### src/rtl/seven_segment_pkg.sv
// Shared definitions for the seven-segment serial chain: CTRL bit positions,
// shift-engine state encoding and the digit-word count helper.
package seven_segment_pkg;

    localparam int CTRL_AUTO    = 0;
    localparam int CTRL_GO      = 1;
    localparam int CTRL_BUSY    = 8;
    localparam int CTRL_PENDING = 9;

    typedef enum logic [1:0] {
        ST_IDLE  = 2'd0,
        ST_LOW   = 2'd1,
        ST_HIGH  = 2'd2,
        ST_LATCH = 2'd3
    } seg_state_t;

    // Number of 32-bit words needed to hold num_digits bytes.
    function automatic int num_words(input int num_digits);
        return (num_digits + 3) / 4;
    endfunction

endpackage

### src/rtl/seven_segment_shift_engine.sv
// Serialises a snapshot of all digit bytes onto a 74HC595-style chain:
// data changes while the shift clock is low, a latch pulse closes the frame.
module seven_segment_shift_engine
    import seven_segment_pkg::*;
#(
    parameter int NUM_DIGITS = 8,
    parameter int CLK_DIV    = 4
) (
    input  logic                      clk,
    input  logic                      rst_n,
    input  logic                      start,
    input  logic [NUM_DIGITS*8-1:0]   digits_flat,
    output seg_state_t                state,
    output logic                      pending,
    output logic                      ser_data,
    output logic                      ser_clk,
    output logic                      ser_latch
);

    localparam int NB = NUM_DIGITS * 8;
    localparam int BW = $clog2(NB);
    localparam int DW = (CLK_DIV > 1) ? $clog2(CLK_DIV) : 1;

    logic [NB-1:0] shadow;
    logic [BW-1:0] bit_cnt;
    logic [DW-1:0] div_cnt;
    logic          div_done;

    assign div_done = (div_cnt == DW'(CLK_DIV - 1));

    // Every serial output is its own flop, loaded on the phase transition.
    always_ff @(posedge clk or negedge rst_n) begin
        if (!rst_n) begin
            state     <= ST_IDLE;
            shadow    <= '0;
            bit_cnt   <= '0;
            div_cnt   <= '0;
            pending   <= 1'b0;
            ser_data  <= 1'b0;
            ser_clk   <= 1'b0;
            ser_latch <= 1'b0;
        end else begin
            div_cnt <= div_done ? '0 : div_cnt + 1'b1;
            if (start && state != ST_IDLE) begin
                pending <= 1'b1;
            end
            case (state)
                ST_IDLE: begin
                    div_cnt <= '0;
                    if (start) begin
                        state    <= ST_LOW;
                        shadow   <= digits_flat;
                        bit_cnt  <= BW'(NB - 1);
                        ser_data <= digits_flat[NB-1];
                    end
                end
                ST_LOW: begin
                    if (div_done) begin
                        state   <= ST_HIGH;
                        ser_clk <= 1'b1;
                    end
                end
                ST_HIGH: begin
                    if (div_done) begin
                        ser_clk <= 1'b0;
                        if (bit_cnt == '0) begin
                            state     <= ST_LATCH;
                            ser_data  <= 1'b0;
                            ser_latch <= 1'b1;
                        end else begin
                            state    <= ST_LOW;
                            shadow   <= {shadow[NB-2:0], 1'b0};
                            bit_cnt  <= bit_cnt - 1'b1;
                            ser_data <= shadow[NB-2];
                        end
                    end
                end
                ST_LATCH: begin
                    if (div_done) begin
                        ser_latch <= 1'b0;
                        // A request arriving on the last latch cycle is served by this same fresh snapshot.
                        if (pending || start) begin
                            pending  <= 1'b0;
                            state    <= ST_LOW;
                            shadow   <= digits_flat;
                            bit_cnt  <= BW'(NB - 1);
                            ser_data <= digits_flat[NB-1];
                        end else begin
                            state <= ST_IDLE;
                        end
                    end
                end
                default: state <= ST_IDLE;
            endcase
        end
    end

endmodule

### src/rtl/seven_segment_serial_chain_avalon.sv
// Avalon-MM register file for NUM_DIGITS segment bytes plus CTRL; start
// requests are handed to the shift engine that drives the display chain.
module seven_segment_serial_chain_avalon
    import seven_segment_pkg::*;
#(
    parameter int NUM_DIGITS = 8,
    parameter int CLK_DIV    = 4,
    parameter int ADDR_W     = 3
) (
    input  logic              clock,
    input  logic              resetn,
    input  logic [ADDR_W-1:0] avs_s0_address,
    input  logic              avs_s0_chipselect,
    input  logic              avs_s0_write,
    input  logic              avs_s0_read,
    input  logic [3:0]        avs_s0_byteenable,
    input  logic [31:0]       avs_s0_writedata,
    output logic [31:0]       avs_s0_readdata,
    output logic              ser_data_export,
    output logic              ser_clk_export,
    output logic              ser_latch_export
);

    localparam int W = num_words(NUM_DIGITS);

    logic [NUM_DIGITS*8-1:0] digits_q;
    logic [NUM_DIGITS*8-1:0] digits_d;
    logic                    auto_q;
    logic                    wr_en;
    logic                    rd_en;
    logic                    ctrl_wr;
    logic                    digit_hit;
    logic                    start_req;
    logic                    busy;
    logic                    eng_pending;
    logic [31:0]             read_word;
    seg_state_t              eng_state;

    assign wr_en   = avs_s0_chipselect && avs_s0_write;
    assign rd_en   = avs_s0_chipselect && avs_s0_read;
    assign ctrl_wr = wr_en && (avs_s0_address == ADDR_W'(W)) && avs_s0_byteenable[0];
    assign busy    = (eng_state != ST_IDLE);

    // digits_d is the post-write value, so a snapshot taken on the write edge sees the new byte.
    always_comb begin
        digits_d  = digits_q;
        digit_hit = 1'b0;
        for (int k = 0; k < NUM_DIGITS; k++) begin
            if (wr_en && avs_s0_address == ADDR_W'(k / 4) && avs_s0_byteenable[k % 4]) begin
                digits_d[k*8 +: 8] = avs_s0_writedata[(k % 4)*8 +: 8];
                digit_hit          = 1'b1;
            end
        end
    end

    assign start_req = (ctrl_wr && avs_s0_writedata[CTRL_GO]) || (auto_q && digit_hit);

    always_comb begin
        read_word = '0;
        for (int k = 0; k < NUM_DIGITS; k++) begin
            if (avs_s0_address == ADDR_W'(k / 4)) begin
                read_word[(k % 4)*8 +: 8] = digits_q[k*8 +: 8];
            end
        end
        if (avs_s0_address == ADDR_W'(W)) begin
            read_word[CTRL_AUTO]    = auto_q;
            read_word[CTRL_BUSY]    = busy;
            read_word[CTRL_PENDING] = eng_pending;
        end
    end

    always_ff @(posedge clock or negedge resetn) begin
        if (!resetn) begin
            digits_q        <= '0;
            auto_q          <= 1'b0;
            avs_s0_readdata <= '0;
        end else begin
            digits_q        <= digits_d;
            avs_s0_readdata <= rd_en ? read_word : '0;
            if (ctrl_wr) begin
                auto_q <= avs_s0_writedata[CTRL_AUTO];
            end
        end
    end

    seven_segment_shift_engine #(
        .NUM_DIGITS (NUM_DIGITS),
        .CLK_DIV    (CLK_DIV)
    ) u_engine (
        .clk         (clock),
        .rst_n       (resetn),
        .start       (start_req),
        .digits_flat (digits_d),
        .state       (eng_state),
        .pending     (eng_pending),
        .ser_data    (ser_data_export),
        .ser_clk     (ser_clk_export),
        .ser_latch   (ser_latch_export)
    );

endmodule

### config.mk
export PLATFORM = sky130hd
export DESIGN_NAME = seven_segment_serial_chain_avalon
export DESIGN_NICKNAME = d
export VERILOG_FILES = /design/src/rtl/seven_segment_pkg.sv /design/src/rtl/seven_segment_shift_engine.sv /design/src/rtl/seven_segment_serial_chain_avalon.sv
export SDC_FILE = /design/constraint.sdc
export NUM_CORES = 1
export LEC_CHECK = 0
export CAP_MARGIN = 20
export CELL_PAD_IN_SITES_DETAIL_PLACEMENT = 1
export CELL_PAD_IN_SITES_GLOBAL_PLACEMENT = 2
export CORE_UTILIZATION = 39
export CTS_CLUSTER_DIAMETER = 120
export DETAILED_ROUTE_END_ITERATION = 7
export GPL_ROUTABILITY_DRIVEN = 0
export PLACE_DENSITY = 0.8
export SYNTH_ARGS = -nofsm -noshare
export SYNTH_HDL_FRONTEND = slang
export SYNTH_SLANG_ARGS = --single-unit
### constraint.sdc
create_clock -name clock -period 3 [get_ports clock]
set_clock_uncertainty 0.15 [all_clocks]
set_input_delay 0.6 -clock clock [delete_from_list [all_inputs] [get_ports clock]]
set_output_delay 0.6 -clock clock [all_outputs]
set_load 0.005 [all_outputs]
* Yosys cells after proc, flatten, opt, wreduce, memory -nomap -nowiden
Index checks and enable logic that the tools add are counted.
Storage, ports and cells: register bits after elaboration 174, input port bits 44, output and inout bits 35, logic and storage cells 121
Cells by class: add/sub/neg operators 2, equal/unequal tests 13, muxes and demuxes 64, reductions and logical operators 31
Operator list (number):
- 2-to-1 mux 63 bit | 5
- one-hot mux 63 bit (3 select lines) | 1
- 2-to-1 mux 8 bit | 16
- 2-to-1 mux 32 bit | 1
- 2-to-1 mux 6 bit | 5
- 2-to-1 mux 1 bit | 23
- one-hot mux 6 bit (3 select lines) | 1
- logical AND 1 bit | 17
- 2-to-1 mux 2 bit | 8
- inequality test 2 x 1 -> 1 bit, second input constant | 6
- one-hot mux 2 bit (4 select lines) | 1
- AND reduction 4 bit | 2
- equality test 2 bit, second input constant | 3
- zero test 6 bit | 1
- AND reduction 6 bit | 1
- nonzero test 2 bit | 3
- subtractor 6 x 1 -> 6 bit, second input constant | 1
- AND reduction 5 bit | 1
- one-hot mux 1 bit (2 select lines) | 2
- equality test 3 x 1 -> 1 bit, second input constant | 1
- equality test 3 x 2 -> 1 bit, second input constant | 1
- zero test 3 bit | 1
- one-hot mux 1 bit (3 select lines) | 1
- AND reduction 3 bit | 1
- other kinds (6) | 7

* Longest topological paths before layout
Gate-level depths: netlist (run 1).
word-level depth 18, depth in mapped cells 9, gate-level depth less buffers 7

* By module
From an unflattened synthesis (run 1), not the netlist that was laid out.
Second synthesis, totals: cell total of the unflattened synthesis 564, area total of the unflattened synthesis 7913.8 um2
Modules (own cells, without submodules):
- seven_segment_shift_engine | times used 1, cells each 299, area each 3963.8 um2, seq. area each 1926.8 um2
- seven_segment_serial_chain_avalon | times used 1, cells each 265, area each 3950.0 um2, seq. area each 2427.3 um2

* Worst setup path after synthesis (run 1)
No wires, ideal clock.
path kind input to register, start input port avs_s0_address[1], end register u_engine.bit_cnt[1], setup time 128 ps, data arrival time 2094 ps, data required time 2722 ps, path slack 628 ps, stages on the path 7, path buffers 2, path through buf_2 nor2b_1 and2b_1 a211oi_2 o32ai_2 buf_6 mux2_1
Between the ends: cells in the longest elaborated chain, start to end 16, elaborated cells on any way between the ends 30, classes of those cells eq/ne: 4; mux: 8; reduce/logical: 18
RTL lines:
- from (decl) | line seven_segment_serial_chain_avalon.sv:12 | input logic [ADDR_W-1:0] avs_s0_address,
- zero test 3 bit | line seven_segment_serial_chain_avalon.sv:49 | if (wr_en && avs_s0_address == ADDR_W'(k / 4) && avs_s0_byteenable[k % 4]) begin
- logical AND 1 bit (2 in a row) | line seven_segment_serial_chain_avalon.sv:49
- 2-to-1 mux 1 bit (8 in a row) | line seven_segment_serial_chain_avalon.sv:49
- logical AND 1 bit | line seven_segment_serial_chain_avalon.sv:56 | assign start_req = (ctrl_wr && avs_s0_writedata[CTRL_GO]) || (auto_q && digit_hit);
- logical OR 1 bit (*) | line seven_segment_serial_chain_avalon.sv:56
- logical OR 1 bit | line seven_segment_shift_engine.sv:82 | if (pending || start) begin
- inequality test 2 x 1 -> 1 bit (no line)
- AND reduction 6 bit (no line) (*)
- to (signal assigned) | line seven_segment_shift_engine.sv:53 | bit_cnt <= BW'(NB - 1);
- to (signal assigned) | line seven_segment_shift_engine.sv:73 | bit_cnt <= bit_cnt - 1'b1;
- to (signal assigned) | line seven_segment_shift_engine.sv:86 | bit_cnt <= BW'(NB - 1);
- to (decl) | line seven_segment_shift_engine.sv:25 | logic [BW-1:0] bit_cnt;
Mark *: on every way between the ends. The rest lies on a longest branch, timed or not. A chain may end at the register's enable or synchronous reset.

* Worst setup path after layout (run 1)
start register u_engine.bit_cnt[0], end register u_engine.shadow[57]
Between the ends: cells in the longest elaborated chain, start to end 3
RTL lines:
- zero test 6 bit | line seven_segment_shift_engine.sv:66 | if (bit_cnt == '0) begin
- inequality test 2 bit (no line)
- AND reduction 6 bit (no line)
- to (signal assigned) | line seven_segment_shift_engine.sv:52 | shadow <= digits_flat;
- to (signal assigned) | line seven_segment_shift_engine.sv:72 | shadow <= {shadow[NB-2:0], 1'b0};
- to (signal assigned) | line seven_segment_shift_engine.sv:85 | shadow <= digits_flat;
- to (decl) | line seven_segment_shift_engine.sv:24 | logic [NB-1:0] shadow;
Every way passes these cells.

==> results.cfg, run 1 <==
[sta]
hold_viol = 0
finalCriticalPeriod_ps = 2600
fmax_ghz = 0.385
setup_viol = 0
maxSlewViolCount = 0
fin_setup_tns_ps = 0
rsz0062_at_grt = false
relSlewSlack_pct = 56.7
worst_pin_slew_ps = 650
fin_crit_sh_pct = 86.5

[yosys]
yosysTopAreaCellShare_pct = 56.7
synth_flop_cell = dfrtp_1
syn_area_per_cell_um2 = 12.6
synth_top_area_cell = dfrtp_1
async_reset_ff_share_pct = 100
seq_area_frac_synth_pct = 56.7
synth-edff-count = 0
synthesis.nets = 656
synth.distinct_cells = 41
ys_ff_latch = 174
netlist_area_um2 = 7670
synth_area_leaders = dfrtp_1 57%, mux2i_1 17%, mux2_1 5.1%, mux2_2 4.7%, inv_1 3.2%
synth-warning-count = 0
synth_cells = 610

[status]
status = completed

[route]
avgRoutedWirePerCell_um = 18.7
drt-initial-drc-count = 144
routed_wl_um = 18400
postRouteAntennaNets = 0
drc = 0
drt-vias-per-instance = 5.04
vias = 4945
drt-pass1-iter-count = 4

[setup_path]
cp_slowest_cell = or3_1
path_cells = inv_1, ha_1, or3b_1, or3_1, nor2_2, o32ai_4, buf_12, buf_12, mux2i_1
critical_path_depth = 9
path_delay_family = simple AND/OR/NAND/NOR gates
arrival_ps = 2780
required_ps = 3180
worstPathMaxFanout = 15
crit_path_start_kind = flip-flop
path_common_cell = buf_12
path_buf_inv = 3
setup.worst_path.class = flip-flop to flip-flop
slowest_delay_ps = 450
end_kind = flip-flop
worst_r2r_path_depth = 9

[floorplanning]
die_height_um = 142
start_util_pct = 40.3
dieArea_um2 = 20200
die_w_um = 142
pin_count = 79
num_rows = 50
coreArea_um2 = 19000

[worst_hold_path]
hp-class = primary input to async pin

[cts]
clk_latency_ps = 430
cts_buffers = 17
cts_resized = 0
hold_buffers = 0
cts_root_buf = clkbuf_16
clk_pin_slew_ps = 70
cts_tree = yes
post_cts_buffers = 0
clock_path_buffers = 2
clock-sinks = 174
h-tree-depth = 4

[finish]
nets = 753
area_growth_pct = 24.8
utilization_pct = 50.4
multiInputGateArea_um2 = 2920
layout-drive-gt1-share_pct = 15.0
register_area_um2 = 4350
fillers = 1966

[global_route]
grt_antenna_before_repair = 2
grt_first_pass_wirelength_um = 30300
grt_pass1_vias = 5531
grt_overflow_total = 0
grt_max_degree = 66
grt.total_usage_pct = 19.8

[power]
power_mw = 7.50
vdd_drop_max_v = 0.000442
powerDensity_nw_per_um2 = 783
leakage_nw = 4.59

[place]
place_hpwl_um = 12600
io_buffers = 78

[job]
maxCapViolCount = 0
-- logic make-up after synthesis --
group	share of synthesized area, %
AOI/OAI and AO/OA	5.66
and+or+nand+nor	5.22
muxes	26.5
buffers and inverters	5.53
DFF	56.7
adders and majority gates	0.326
-- layer usage --
metal  routed length [µm]  global-route usage [%]  share of wire (%)
met2                 9190                    33.7                 50
met5                    0                       0                  0
met4                  265                    6.73                1.4
met3                  460                    3.47                2.5
met1                 8440                    25.6                 46
-- state kept, by name, summed over array words and instances, names as in the netlist --
register            cells
auto_q                  1
avs_s0_readdata        32
digits_q               64
u_engine.bit_cnt        6
u_engine.div_cnt        2
u_engine.pending        1
u_engine.ser_clk        1
u_engine.ser_data       1
u_engine.ser_latch      1
u_engine.shadow        63
u_engine.state          2
-- cells in the mapped netlist, types with 2 or more instances --
library cell,instances
buf_6,5
nor3_1,5
nand2b_1,5
inv_1,65
or3_1,2
nand3_1,6
nor2_1,36
dfrtp_1,174
nand2_1,8
a21oi_1,6
a2bb2oi_2,2
a21o_1,4
mux2_2,32
mux2_1,35
o21ai_1,4
o21ai_0,5
a31oi_1,2
nor3b_1,2
ha_1,2
nor2b_1,4
clkbuf_1,21
a22oi_1,30
buf_4,2
and3_1,4
buf_2,6
mux2i_1,128
-- cells in the final DEF, fill, tap and decap left out, types with 17 or more instances in the layout --
cell / synthesis / final
a22oi_1: 30 / 30
dfrtp_1: 174 / 174
clkbuf_16: 0 / 17
mux2i_1: 128 / 128
nor2_1: 36 / 35
buf_4: 2 / 26
mux2_1: 35 / 35
mux2_2: 32 / 32
clkdlybuf4s50_1: 0 / 77
inv_1: 65 / 65
-- metrics by stage --
| step | setup slack [ps] | std cells | hold WS (ps) | cell area (µm²) |
|---|---|---|---|---|
| floorplan | 628 | 610 | 154 | 7670 |
| global placement | 120 | 948 | 273 | 8980 |
| detailed placement | 16.5 | 948 | 301 | 8980 |
| CTS | 377 | 980 | 46.9 | 9570 |
| global route | 282 | 980 | 74.8 | 9570 |
| finish | 404 | 981 | 24.4 | 9580 |
-- where the power goes --
group | internal [mW] | total, mW | switching (mW)
Clock | 1.27 | 2.23 | 0.953
Sequential | 3.02 | 3.45 | 0.427
Combinational | 0.915 | 1.83 | 0.915
Total | 5.21 | 7.50 | 2.29
-- cell type report --
cell class              count  area share [%]
clock buffers              19            4.73
clock inverters            13            1.45
flip-flops and latches    174            45.5
multi-input cells         337            30.5
repair buffers            112            11.9
diodes                      1          0.0261
well taps                 260            3.40
inverters                  65            2.55
-- final timing paths --
kind | startpoint | to | slack (ps)
max | u_engine.bit_cnt[0] | u_engine.shadow[57] | 400
min | resetn | digits_q[34] | 20
max reg2reg | u_engine.bit_cnt[0] | u_engine.shadow[57] | 400
min reg2reg | u_engine.div_cnt[0] | u_engine.div_cnt[0] | 310
max in group asynchronous | resetn | u_engine.shadow[8] | 1920
min in group clock | u_engine.div_cnt[0] | u_engine.div_cnt[0] | 310
(Power assumes the default switching activity.)
==> run 2, diff against run 1 <==
CORE_UTILIZATION = 35   (was 39)
PLACE_DENSITY = 0.76   (was 0.8)
clock period = 2.35 ns   (was 3 ns; I/O delays follow)
==> results.cfg, run 2 (synthesis results as in run 1) <==
[status]
status = finished with violations
violations = setup timing

[cts]
h-tree-depth = 4
clock_path_buffers = 2
cts_tree = yes
cts_buffers = 17
clk_pin_slew_ps = 60
cts_root_buf = clkbuf_16
clock-sinks = 174
clk_latency_ps = 440

[route]
drt-vias-per-instance = 4.94
vias = 5091
avgRoutedWirePerCell_um = 18.9
postRouteAntennaNets = 0
drt-initial-drc-count = 184
drc = 0
drt-pass1-iter-count = 4
routed_wl_um = 19400

[floorplanning]
pin_count = 79
start_util_pct = 36.0
die_w_um = 150
coreArea_um2 = 21300
die_height_um = 150
num_rows = 53
dieArea_um2 = 22500

[sta]
fin_crit_sh_pct = 101
maxSlewViolCount = 0
holdWs_ps = 314
fmax_ghz = 0.422
finalCriticalPeriod_ps = 2370
rsz0062_at_grt = true
worst_pin_slew_ps = 497
hold_viol = 0
relSlewSlack_pct = 66.9
setup_viol = 13
finalWorstSetupSlack_ps = -17.1

[place]
place_hpwl_um = 13000
io_buffers = 78

[finish]
fillers = 2175
final_common_cell = dfrtp_1
nets = 788
largest_register_ffs = 64
multiInputGateArea_um2 = 3000
register_area_um2 = 4350
most-common-layout-cells = 174 x dfrtp_1, 123 x mux2i_1, 76 x clkdlybuf4s50_1, 63 x inv_1, 50 x buf_4
antenna_cells = 0
area_growth_pct = 31.0
layout-drive-gt1-share_pct = 20.9
regMostFlops = digits_q
biggestRegsByFlops = digits_q: 64 flops, u_engine.shadow: 63 flops, avs_s0_readdata: 32 flops

[worst_hold_path]
hp-class = flip-flop to flip-flop

[setup_path]
setup.worst_path.class = flip-flop to flip-flop
required_ps = 2520
crit_path_start_kind = flip-flop
end_kind = flip-flop
slowest_delay_ps = 410
worstPathMaxFanout = 7
path_cells = inv_2, ha_4, or3b_4, or3_4, nor2_4, o32ai_4, buf_6, clkbuf_16, a2bb2oi_2
cp_slowest_cell = dfrtp_1
arrival_ps = 2530

[global_route]
grt_antenna_before_repair = 0
grt_pass1_vias = 5782
grt_first_pass_wirelength_um = 30900
grt_max_degree = 50
grt_overflow_total = 0
grt.total_usage_pct = 18.2

[power]
vdd_drop_max_v = 0.000600
leakage_nw = 4.81
power_mw = 10.0
powerDensity_nw_per_um2 = 998

[job]
maxCapViolCount = 0
==> run 2: cell types whose count changed in the layout (fill, tap and decap cells not counted), sizes merged <==
cell	change
buf	+31
clkinv	-3
clkbuf	+2
inv	+2
bufinv	+1
clkdlybuf4s50	-1
clkinvlp	+1
diode	-1
dlygate4sd3	+1
dlymetal6s2s	+1
==> run 2: report_power, final <==
| group | switching, mW | internal, mW | leakage (nW) |
|---|---|---|---|
| Sequential | 0.534 | 3.85 | 2.14 |
| Clock | 1.29 | 1.69 | 0.289 |
| Combinational | 1.30 | 1.36 | 2.38 |
==> run 2: final cells by class <==
class,count,share of cell area [%]
Sequential cell,174,43.3
Multi-Input combinational cell,337,29.8
Timing Repair Buffer,147,14.9
Clock buffer,18,4.27
Tap cell,275,3.42
Inverter,65,2.43
Clock inverter,14,1.81
==> run 2: through the flow <==
stage	area (µm²)	util, %	worst slack (ps)	TNS (ps)	cells
finish	10000	47.2	-17.1	-82.4	1030
detailed placement	9160	43.0	-546	-31850	982
global placement	9160	43.0	-459	-27340	982
CTS	9830	46.2	4.80	0	1019
floorplan	7670	-	50.4	0	610
global route	10000	47.2	-72.4	-1610	1030
==> run 2: final timing paths <==
path | from | to | slack (ps) | cells after the start
setup / recovery | u_engine.bit_cnt[0] | u_engine.bit_cnt[5] | -20 | 9
hold / removal | u_engine.div_cnt[0] | u_engine.div_cnt[0] | 310 | 1
setup reg to reg | u_engine.bit_cnt[0] | u_engine.bit_cnt[5] | -20 | 9
hold reg to reg | u_engine.div_cnt[0] | u_engine.div_cnt[0] | 310 | 1
max in group asynchronous | resetn | u_engine.bit_cnt[5] | 890 | 3
min in group asynchronous | resetn | u_engine.shadow[11] | 400 | 2
==> run 2: repair_timing <==
item                                    CTS  global route
endpoints found under the setup margin   47            67
resized for setup                         8            25
endpoints found under the hold margin    45             0
setup buffers                             4             8
pin swaps                                 3             6
gates cloned                              0             4
hold buffers                              1             0
==> run 2: critical path: cells and delay by family, from the launching register on <==
family | cells | cell delay (ps)
buf+inv | 3 | 430
simple gates | 3 | 890
compound gates | 2 | 240
fa+ha+maj | 1 | 120
flops | 1 | 410
==> run 2: per-layer routing <==
metal / GRT usage (%) / wire length, µm / up-vias
met3: 3.99 / 634 / 28
met5: 0 / 0 / -
met2: 29.6 / 9550 / 85
met4: 6.57 / 344 / 0
li1: - / - / 2361
met1: 23.7 / 8900 / 2617
